===== src/rtl/keypad_pkg.sv =====
// Shared keypad definitions: matrix geometry, function-key codes, FSM and scan-result types.
// Latency: n/a (types, constants and one combinational helper).
// Backpressure: n/a.
//
// Imported by the keypad encoder and by the calculator core and its benches,
// so the keycode constants below are the single source of truth.
package keypad_pkg;

    localparam int NUM_ROWS = 4;
    localparam int NUM_COLS = 6;

    // Function keys occupy matrix indices 16..23 in this order.
    localparam logic [4:0] KEY_SQR    = 5'h01;
    localparam logic [4:0] KEY_CHSIGN = 5'h02;
    localparam logic [4:0] KEY_EQUALS = 5'h03;
    localparam logic [4:0] KEY_CA     = 5'h04;
    localparam logic [4:0] KEY_MULTI  = 5'h09;
    localparam logic [4:0] KEY_MINUS  = 5'h0A;
    localparam logic [4:0] KEY_PLUS   = 5'h0B;
    localparam logic [4:0] KEY_CE     = 5'h0C;

    typedef enum logic [1:0] {
        ST_IDLE,
        ST_DEBOUNCE,
        ST_STROBE,
        ST_HELD
    } kp_state_t;

    typedef enum logic [1:0] {
        SCAN_NONE,
        SCAN_SINGLE,
        SCAN_MULTI
    } scan_res_t;

    // Key index = col*4 + row. Indices 0..15 are hex digits tagged with bit 4,
    // indices 16..23 are the function keys.
    function automatic logic [4:0] index_to_keycode(input logic [4:0] idx);
        logic [4:0] kc;
        kc = 5'h00;
        if (idx < 5'd16) begin
            kc = {1'b1, idx[3:0]};
        end else begin
            case (idx[2:0])
                3'd0:    kc = KEY_SQR;
                3'd1:    kc = KEY_CHSIGN;
                3'd2:    kc = KEY_EQUALS;
                3'd3:    kc = KEY_CA;
                3'd4:    kc = KEY_MULTI;
                3'd5:    kc = KEY_MINUS;
                3'd6:    kc = KEY_PLUS;
                default: kc = KEY_CE;
            endcase
        end
        return kc;
    endfunction

endpackage


===== src/rtl/keypad_scan_core.sv =====
// Column scanner: drives one active-low column per slot, synchronises rows, classifies each full scan.
// Latency: rows seen 2 cycles after a column is driven; o_scan_done pulses 1 cycle after the column-5 sample.
// Backpressure: none; a scan result is presented for exactly one cycle and must be consumed then.
//
// Ports:
//   i_clk, i_rst_n   clock, asynchronous active-low reset
//   i_row_n[3:0]     raw row returns (asynchronous, low = closed)
//   o_col_n[5:0]     one-hot active-low column drive
//   o_scan_done      one-cycle pulse after each complete 6-column scan
//   o_result         NONE / SINGLE / MULTI for the scan just completed
//   o_idx[4:0]       key index (col*4+row) when o_result is SINGLE
module keypad_scan_core
    import keypad_pkg::*;
#(
    parameter int SCAN_DIV = 1000
) (
    input  logic        i_clk,
    input  logic        i_rst_n,
    input  logic [3:0]  i_row_n,
    output logic [5:0]  o_col_n,
    output logic        o_scan_done,
    output scan_res_t   o_result,
    output logic [4:0]  o_idx
);

    localparam int                SLOT_W    = (SCAN_DIV > 1) ? $clog2(SCAN_DIV) : 1;
    localparam logic [SLOT_W-1:0] SLOT_LAST = SLOT_W'(SCAN_DIV - 1);
    localparam logic [2:0]        COL_LAST  = 3'(NUM_COLS - 1);

    logic [3:0]        r_sync1;
    logic [3:0]        r_sync2;
    logic [SLOT_W-1:0] r_slot;
    logic [2:0]        r_col;
    logic [5:0]        r_col_n;
    // Closures seen so far in this scan, saturating at 2 (2 means "many").
    logic [1:0]        r_acc_cnt;
    logic [4:0]        r_acc_idx;
    logic              r_done;
    scan_res_t         r_result;
    logic [4:0]        r_idx;

    logic [3:0]        w_hits;
    logic [2:0]        w_sum;
    logic [1:0]        w_col_cnt;
    logic [1:0]        w_row;
    logic [2:0]        w_tot;
    logic [1:0]        w_tot_sat;
    logic [4:0]        w_idx;
    logic              w_slot_end;
    logic              w_last_col;

    assign w_hits     = ~r_sync2;
    assign w_slot_end = (r_slot == SLOT_LAST);
    assign w_last_col = (r_col == COL_LAST);

    always_comb begin
        w_sum = 3'd0;
        w_row = 2'd0;
        for (int r = NUM_ROWS - 1; r >= 0; r--) begin
            if (w_hits[r]) begin
                w_row = 2'(r);
            end
            w_sum = w_sum + 3'(w_hits[r]);
        end
        w_col_cnt = (w_sum > 3'd1) ? 2'd2 : w_sum[1:0];
        w_tot     = 3'(r_acc_cnt) + 3'(w_col_cnt);
        w_tot_sat = (w_tot > 3'd1) ? 2'd2 : w_tot[1:0];
        // Only meaningful when the running total is exactly one: the single
        // closure is either the one already recorded or the one in this column.
        w_idx     = (r_acc_cnt == 2'd0) ? {r_col, w_row} : r_acc_idx;
    end

    always_ff @(posedge i_clk or negedge i_rst_n) begin
        if (!i_rst_n) begin
            r_sync1   <= 4'hF;
            r_sync2   <= 4'hF;
            r_slot    <= '0;
            r_col     <= 3'd0;
            r_col_n   <= 6'b111110;
            r_acc_cnt <= 2'd0;
            r_acc_idx <= 5'd0;
            r_done    <= 1'b0;
            r_result  <= SCAN_NONE;
            r_idx     <= 5'd0;
        end else begin
            r_sync1 <= i_row_n;
            r_sync2 <= r_sync1;
            r_done  <= 1'b0;
            if (w_slot_end) begin
                r_slot  <= '0;
                r_col   <= w_last_col ? 3'd0 : r_col + 3'd1;
                r_col_n <= w_last_col ? 6'b111110 : {r_col_n[4:0], r_col_n[5]};
                if (w_last_col) begin
                    r_done    <= 1'b1;
                    r_idx     <= w_idx;
                    r_acc_cnt <= 2'd0;
                    r_acc_idx <= 5'd0;
                    case (w_tot_sat)
                        2'd0:    r_result <= SCAN_NONE;
                        2'd1:    r_result <= SCAN_SINGLE;
                        default: r_result <= SCAN_MULTI;
                    endcase
                end else begin
                    r_acc_cnt <= w_tot_sat;
                    r_acc_idx <= w_idx;
                end
            end else begin
                r_slot <= r_slot + SLOT_W'(1);
            end
        end
    end

    assign o_col_n     = r_col_n;
    assign o_scan_done = r_done;
    assign o_result    = r_result;
    assign o_idx       = r_idx;

endmodule


===== src/rtl/keypad_encoder.sv =====
// Keypad encoder: scans a 4x6 key matrix, debounces one press and emits its 5-bit keycode with a newkey strobe.
// Latency: keycode loads 1 cycle after the accepting scan completes; newkey follows 1 cycle later.
// Backpressure: none; newkey is a one-cycle strobe the consumer must catch.
//
// Ports:
//   clk          system clock
//   rst          asynchronous active-low reset
//   row_n[3:0]   matrix row returns, low = key closed to the driven column
//   col_n[5:0]   one-hot active-low column drive
//   keycode[4:0] last accepted key; [4]=1 hex digit in [3:0], [4]=0 function key
//   newkey       one-cycle strobe, keycode already stable when it rises
module keypad_encoder
    import keypad_pkg::*;
#(
    parameter int SCAN_DIV       = 1000,
    parameter int DEBOUNCE_SCANS = 4
) (
    input  logic       clk,
    input  logic       rst,
    input  logic [3:0] row_n,
    output logic [5:0] col_n,
    output logic [4:0] keycode,
    output logic       newkey
);

    localparam logic [3:0] DB_TARGET = 4'(DEBOUNCE_SCANS);

    logic       w_scan_done;
    scan_res_t  w_result;
    logic [4:0] w_idx;
    logic       w_single;

    kp_state_t  r_state;
    logic [4:0] r_cand;
    logic [3:0] r_cnt;
    logic [3:0] r_relcnt;
    logic [4:0] r_keycode;
    logic       r_newkey;

    keypad_scan_core #(
        .SCAN_DIV (SCAN_DIV)
    ) u_scan (
        .i_clk       (clk),
        .i_rst_n     (rst),
        .i_row_n     (row_n),
        .o_col_n     (col_n),
        .o_scan_done (w_scan_done),
        .o_result    (w_result),
        .o_idx       (w_idx)
    );

    assign w_single = w_scan_done && (w_result == SCAN_SINGLE);

    // Keycode is loaded on entry to STROBE and newkey is raised from STROBE,
    // so the consumer always sees a settled keycode one cycle before the strobe.
    always_ff @(posedge clk or negedge rst) begin
        if (!rst) begin
            r_state   <= ST_IDLE;
            r_cand    <= 5'd0;
            r_cnt     <= 4'd0;
            r_relcnt  <= 4'd0;
            r_keycode <= 5'h00;
            r_newkey  <= 1'b0;
        end else begin
            r_newkey <= 1'b0;
            case (r_state)
                ST_IDLE: begin
                    if (w_single) begin
                        r_cand <= w_idx;
                        if (DB_TARGET == 4'd1) begin
                            r_keycode <= index_to_keycode(w_idx);
                            r_cnt     <= 4'd0;
                            r_state   <= ST_STROBE;
                        end else begin
                            r_cnt   <= 4'd1;
                            r_state <= ST_DEBOUNCE;
                        end
                    end
                end
                ST_DEBOUNCE: begin
                    if (w_scan_done) begin
                        if (w_single && (w_idx == r_cand)) begin
                            if (r_cnt + 4'd1 == DB_TARGET) begin
                                r_keycode <= index_to_keycode(r_cand);
                                r_cnt     <= 4'd0;
                                r_state   <= ST_STROBE;
                            end else begin
                                r_cnt <= r_cnt + 4'd1;
                            end
                        end else begin
                            // Bounce, a different key or a chord: start over.
                            r_cnt   <= 4'd0;
                            r_state <= ST_IDLE;
                        end
                    end
                end
                ST_STROBE: begin
                    r_newkey <= 1'b1;
                    r_relcnt <= 4'd0;
                    r_state  <= ST_HELD;
                end
                ST_HELD: begin
                    // No auto-repeat: any closure restarts the release count,
                    // so a second key is ignored until everything is let go.
                    if (w_scan_done) begin
                        if (w_result == SCAN_NONE) begin
                            if (r_relcnt + 4'd1 == DB_TARGET) begin
                                r_relcnt <= 4'd0;
                                r_state  <= ST_IDLE;
                            end else begin
                                r_relcnt <= r_relcnt + 4'd1;
                            end
                        end else begin
                            r_relcnt <= 4'd0;
                        end
                    end
                end
                default: r_state <= ST_IDLE;
            endcase
        end
    end

    assign keycode = r_keycode;
    assign newkey  = r_newkey;

endmodule


===== config.mk =====
export PLATFORM = sky130hd
export DESIGN_NAME = keypad_encoder
export DESIGN_NICKNAME = d
export VERILOG_FILES = /design/src/rtl/keypad_pkg.sv /design/src/rtl/keypad_scan_core.sv /design/src/rtl/keypad_encoder.sv
export SDC_FILE = /design/constraint.sdc
export NUM_CORES = 1
export LEC_CHECK = 0
export BUFFER_PORTS_ARGS = -buffer_cell sky130_fd_sc_hd__buf_2
export CAP_MARGIN = 20
export CORE_MARGIN = 2
export CORE_UTILIZATION = 30
export CTS_BUF_LIST = sky130_fd_sc_hd__clkbuf_4 sky130_fd_sc_hd__clkbuf_8
export CTS_CLUSTER_SIZE = 25
export DETAILED_ROUTE_END_ITERATION = 6
export GPL_TIMING_DRIVEN = 0
export HOLD_SLACK_MARGIN = 0.05
export PLACE_DENSITY = 0.45
export SYNTH_ARGS = -nofsm -noshare
export SYNTH_HDL_FRONTEND = slang
export SYNTH_SLANG_ARGS = --single-unit

===== constraint.sdc =====
create_clock -name clk -period 3.19 [get_ports clk]
set_clock_uncertainty 0.2 [all_clocks]
set_input_delay 0.4785 -clock clk [delete_from_list [all_inputs] [get_ports clk]]
set_output_delay 0.4785 -clock clk [all_outputs]
set_load 0.02 [all_outputs]

==> summary.log <==
qor: synthesis.synthFlopType sky130_fd_sc_hd__dfrtp_1
qor: routing.vias 2031
qor: timing.hold_viol 0
qor: synthesis.synth_seq_cells 63
qor: synthesis.synth_async_sr_flop_share 100%
qor: worst_setup_path.source_of_the_worst_register_to_register_timing_path u_scan.r_sync2[2]
qor: synthesis.synth_common_cells sky130_fd_sc_hd__dfrtp_1 (50), sky130_fd_sc_hd__nand2_1 (21), sky130_fd_sc_hd__inv_1 (19), sky130_fd_sc_hd__nor2_1 (19), sky130_fd_sc_hd__dfstp_2 (13)
qor: timing.timing.slew.headroom 46.6%
qor: floorplan.rows 36
qor: power_and_ir_drop.power_per_cell_area 424 nW/um^2
qor: clocking.cts_inserted_buffers 9
qor: placement.hpwl 3.67 mm
qor: routing.highest-signal-layer met4
qor: clocking.postCtsSetupRepairBufs 0
qor: placement.gp_routability_congestion 0.718
qor: floorplan.design.portCount 18
qor: clocking.clk_transition_reported_paths 0.07 ns
qor: finish.fillCellCount 1018
qor: timing.finalHoldWorstSlack 0.0287 ns
qor: placement.post-place-cells 416
qor: floorplan.dieArea 10800 sq um
qor: routing.drt_first_pass_iters 4
qor: min_path.hold_path.class input port to asynchronous set/reset pin
qor: worst_setup_path.ff2ff_path_depth 11
qor: clocking.clk-insertion-delay-late 0.34 ns
qor: routing.antenna_violating_nets_post_route 0
qor: clocking.cts.root.buffer_cell sky130_fd_sc_hd__clkbuf_8
qor: placement.place_worst_setup_slack -0.0347 ns
qor: synthesis.synth_edf_count 0
qor: timing.setup_slack 0.0991 ns
qor: synthesis.synthTopCellsByArea sky130_fd_sc_hd__dfrtp_1 (42%), sky130_fd_sc_hd__dfstp_2 (11%), sky130_fd_sc_hd__ha_1 (4.2%)
qor: global_routing.first_global_vias 2120
qor: run_status.outcome completed
qor: synthesis.netlist.top_cell.by_area sky130_fd_sc_hd__dfrtp_1
qor: global_routing.grt.total_usage 11.2%
qor: routing.drt-wirelength-per-cell 12.5 um
qor: clocking.numClockSinks 63
qor: worst_setup_path.critical_path_rt 3.21 ns
qor: synthesis.synth_nets 284
qor: power_and_ir_drop.peakVddDrop 215 uV
qor: job.number_of_max_cap_violations 0
qor: finish.fin_nets 316
qor: worst_setup_path.crit-reg2reg-capture u_scan.r_acc_cnt[1]
qor: timing.setup_viol_count_final 0
qor: floorplan.core-area 9730 sq um
qor: worst_setup_path.critical_path_class flop to flop
qor: global_routing.maximum_number_of_pins_on_one_net_before_global_route_repair 64
qor: floorplan.chipWidth 104 um
qor: routing.met1_length 2.71 mm
qor: timing.clock.fmax 324 MHz
qor: finish.area_growth_from_synthesis_to_final_layout 16.9%
qor: synthesis.synth_sequential_area_ratio 53.4%
qor: synthesis.synth_most_common_cell sky130_fd_sc_hd__dfrtp_1
qor: worst_setup_path.rrSetupSlack 0.1 ns
qor: synthesis.synth.avg_cell_area 11.2 sq um
qor: clocking.ctsLongestPathBuffers 2
qor: timing.rsz_0062_raised_after_global_routing yes
qor: global_routing.grt_pass1_wl 9.83 mm
qor: worst_setup_path.cp_max_fo 3
qor: routing.post-route-drc-count 0
qor: synthesis.yosysUniqueCellTypes 50
qor: power_and_ir_drop.p_leak 1.64 nW
qor: synthesis.synthesis.yosys.warnings 0
qor: timing.timing_worst_slew_pin_value 0.801 ns
qor: routing.routed-wl-met2 2.47 mm
qor: timing.finalCritPeriodShare 96.9%
qor: routing.met3WireLength 227 um
qor: clocking.cts_htree_levels 3
qor: worst_setup_path.cp_data_arrival_time 3.11 ns
qor: synthesis.syn-cell-area 2990 sq um
qor: routing.postRouteWirelength 5.46 mm
qor: global_routing.grt_overflow 0
qor: finish.final_cells 436
qor: global_routing.number_of_antenna_violations_at_the_first_check_in_global_routing 0
qor: routing.drt-vias-per-instance 4.66
qor: placement.place.port_buffers 17
qor: timing.period_minus_slack 3.09 ns
qor: floorplan.initial_utilization 30.7%
qor: finish.antennaDiodeCount 0
qor: synthesis.synth.top_cell.area_share 41.9%
qor: floorplan.die_h 104 um
qor: routing.drt_iter0_markers 53
qor: worst_setup_path.cp-start-kind flop
qor: clocking.cts_tree yes
qor: synthesis.count_of_mapped_cells_out_of_synthesis 266
qor: timing.slew_violations 0
qor: worst_setup_path.timing.critical_path.to_type flop
qor: finish.final_layout_size_suffix_gt1_share 25.1%
[worst max path at each step]
| stage | startpoint | endpoint | depth (start not counted) |
|---|---|---|---|
| after global placement | u_scan.r_sync2[2] | u_scan.r_acc_cnt[1] | 11 |
| after detailed placement | u_scan.r_sync2[2] | u_scan.r_acc_cnt[1] | 11 |
| after CTS | u_scan.r_sync2[2] | u_scan.r_acc_cnt[1] | 11 |
| final | u_scan.r_sync2[2] | u_scan.r_acc_cnt[1] | 11 |
| after floorplan | u_scan.r_sync2[2] | u_scan.r_acc_cnt[1] | 11 |
| after global routing | u_scan.r_sync2[2] | u_scan.r_acc_cnt[1] | 11 |
[placed cells by master (no fill, tap or decap), drive strengths merged, types with 5 or more instances in the layout]
cell type / count
xnor2: 11
nor4: 5
o21ai: 12
mux2: 11
nor3: 5
inv: 22
o22a: 5
clkbuf: 9
nand2: 21
nand3: 10
dfrtp: 50
a22o: 5
nor2: 20
a21oi: 8
ha: 10
dfstp: 13
buf: 22
[worst max-delay path, stage by stage, from the launching register on]
cell                      delay, ns
sky130_fd_sc_hd__dfstp_2       0.55
sky130_fd_sc_hd__inv_2         0.05
sky130_fd_sc_hd__ha_4          0.23
sky130_fd_sc_hd__fa_2          0.40
sky130_fd_sc_hd__inv_2         0.08
sky130_fd_sc_hd__ha_4          0.20
sky130_fd_sc_hd__nor3b_4       0.21
sky130_fd_sc_hd__ha_2          0.20
sky130_fd_sc_hd__inv_2         0.04
sky130_fd_sc_hd__fa_1          0.58
sky130_fd_sc_hd__nand2_1       0.08
sky130_fd_sc_hd__a22o_1        0.17
[power breakdown]
part           internal (mW)  leakage (nW)  switching (mW)
Sequential             0.808         0.820         0.00214
Combinational         0.0269         0.725          0.0376
Clock                  0.283        0.0942           0.324
Total                   1.12          1.64           0.363
[routing by layer]
metal  vias to the layer above  track usage, %
met4                         0            2.61
li1                       1006               -
met3                         6            4.22
met5                         -               0
met1                       985            14.3
met2                        34            18.3
[what timing repair did]
| item | 4_1_cts | 5_1_grt |
|---|---|---|
| endpoints found under the hold margin | 4 | 0 |
| hold buffers | 4 | 0 |
| gates resized for setup | 1 | 9 |
| pin swaps | 0 | 6 |
| setup endpoints to repair | 3 | 3 |
[cell type report]
type                            instances  area, sq um  share of cell area (%)
Sequential cell                        63         1590                    45.6
Multi-Input combinational cell        179         1340                    38.4
Tap cell                              133          166                    4.77
Timing Repair Buffer                   21          128                    3.66
Clock buffer                            9          124                    3.55
Inverter                               19         71.3                    2.04
Clock inverter                          7         46.3                    1.33
Buffer                                  5         23.8                   0.681
[cell families (layout without fill, tap and decap cells)]
| kind of cell | after synthesis | count (layout) | synth area share, % |
|---|---|---|---|
| AND/OR/NAND/NOR | 88 | 88 | 16.7 |
| flip-flops | 63 | 63 | 53.4 |
| AO/OA/AOI/OAI | 50 | 50 | 11.7 |
| buffers and inverters | 24 | 61 | 3.19 |
| XOR/XNOR | 15 | 15 | 4.40 |
| multiplexers | 14 | 14 | 5.16 |
| adder cells (fa/ha/maj) | 12 | 12 | 5.53 |
[flip-flops by register name (all words and copies together) (netlist names), 2 cells and up, named ones only]
register          flops
r_relcnt              4
r_cnt                 4
u_scan.r_sync1        4
keycode               5
r_cand                5
u_scan.o_result       2
u_scan.o_idx          5
u_scan.r_acc_idx      5
u_scan.r_col          3
u_scan.r_sync2        4
u_scan.o_col_n        6
u_scan.r_slot        10
u_scan.r_acc_cnt      2
[metrics by stage]
step / power (mW) / cell area (sq um) / TNS (ns) / util [%]
final: 1.48 / 3490 / 0 / 35.9
after global routing: 1.56 / 3490 / -0.0391 / 35.9
after floorplan: 0.848 / 2990 / 0 / -
after detailed placement: 0.877 / 3240 / -0.0347 / 33.3
after global placement: 0.875 / 3240 / -0.0245 / 33.3
after CTS: 1.51 / 3450 / 0 / 35.5
Power figures use the tool's default switching activity.
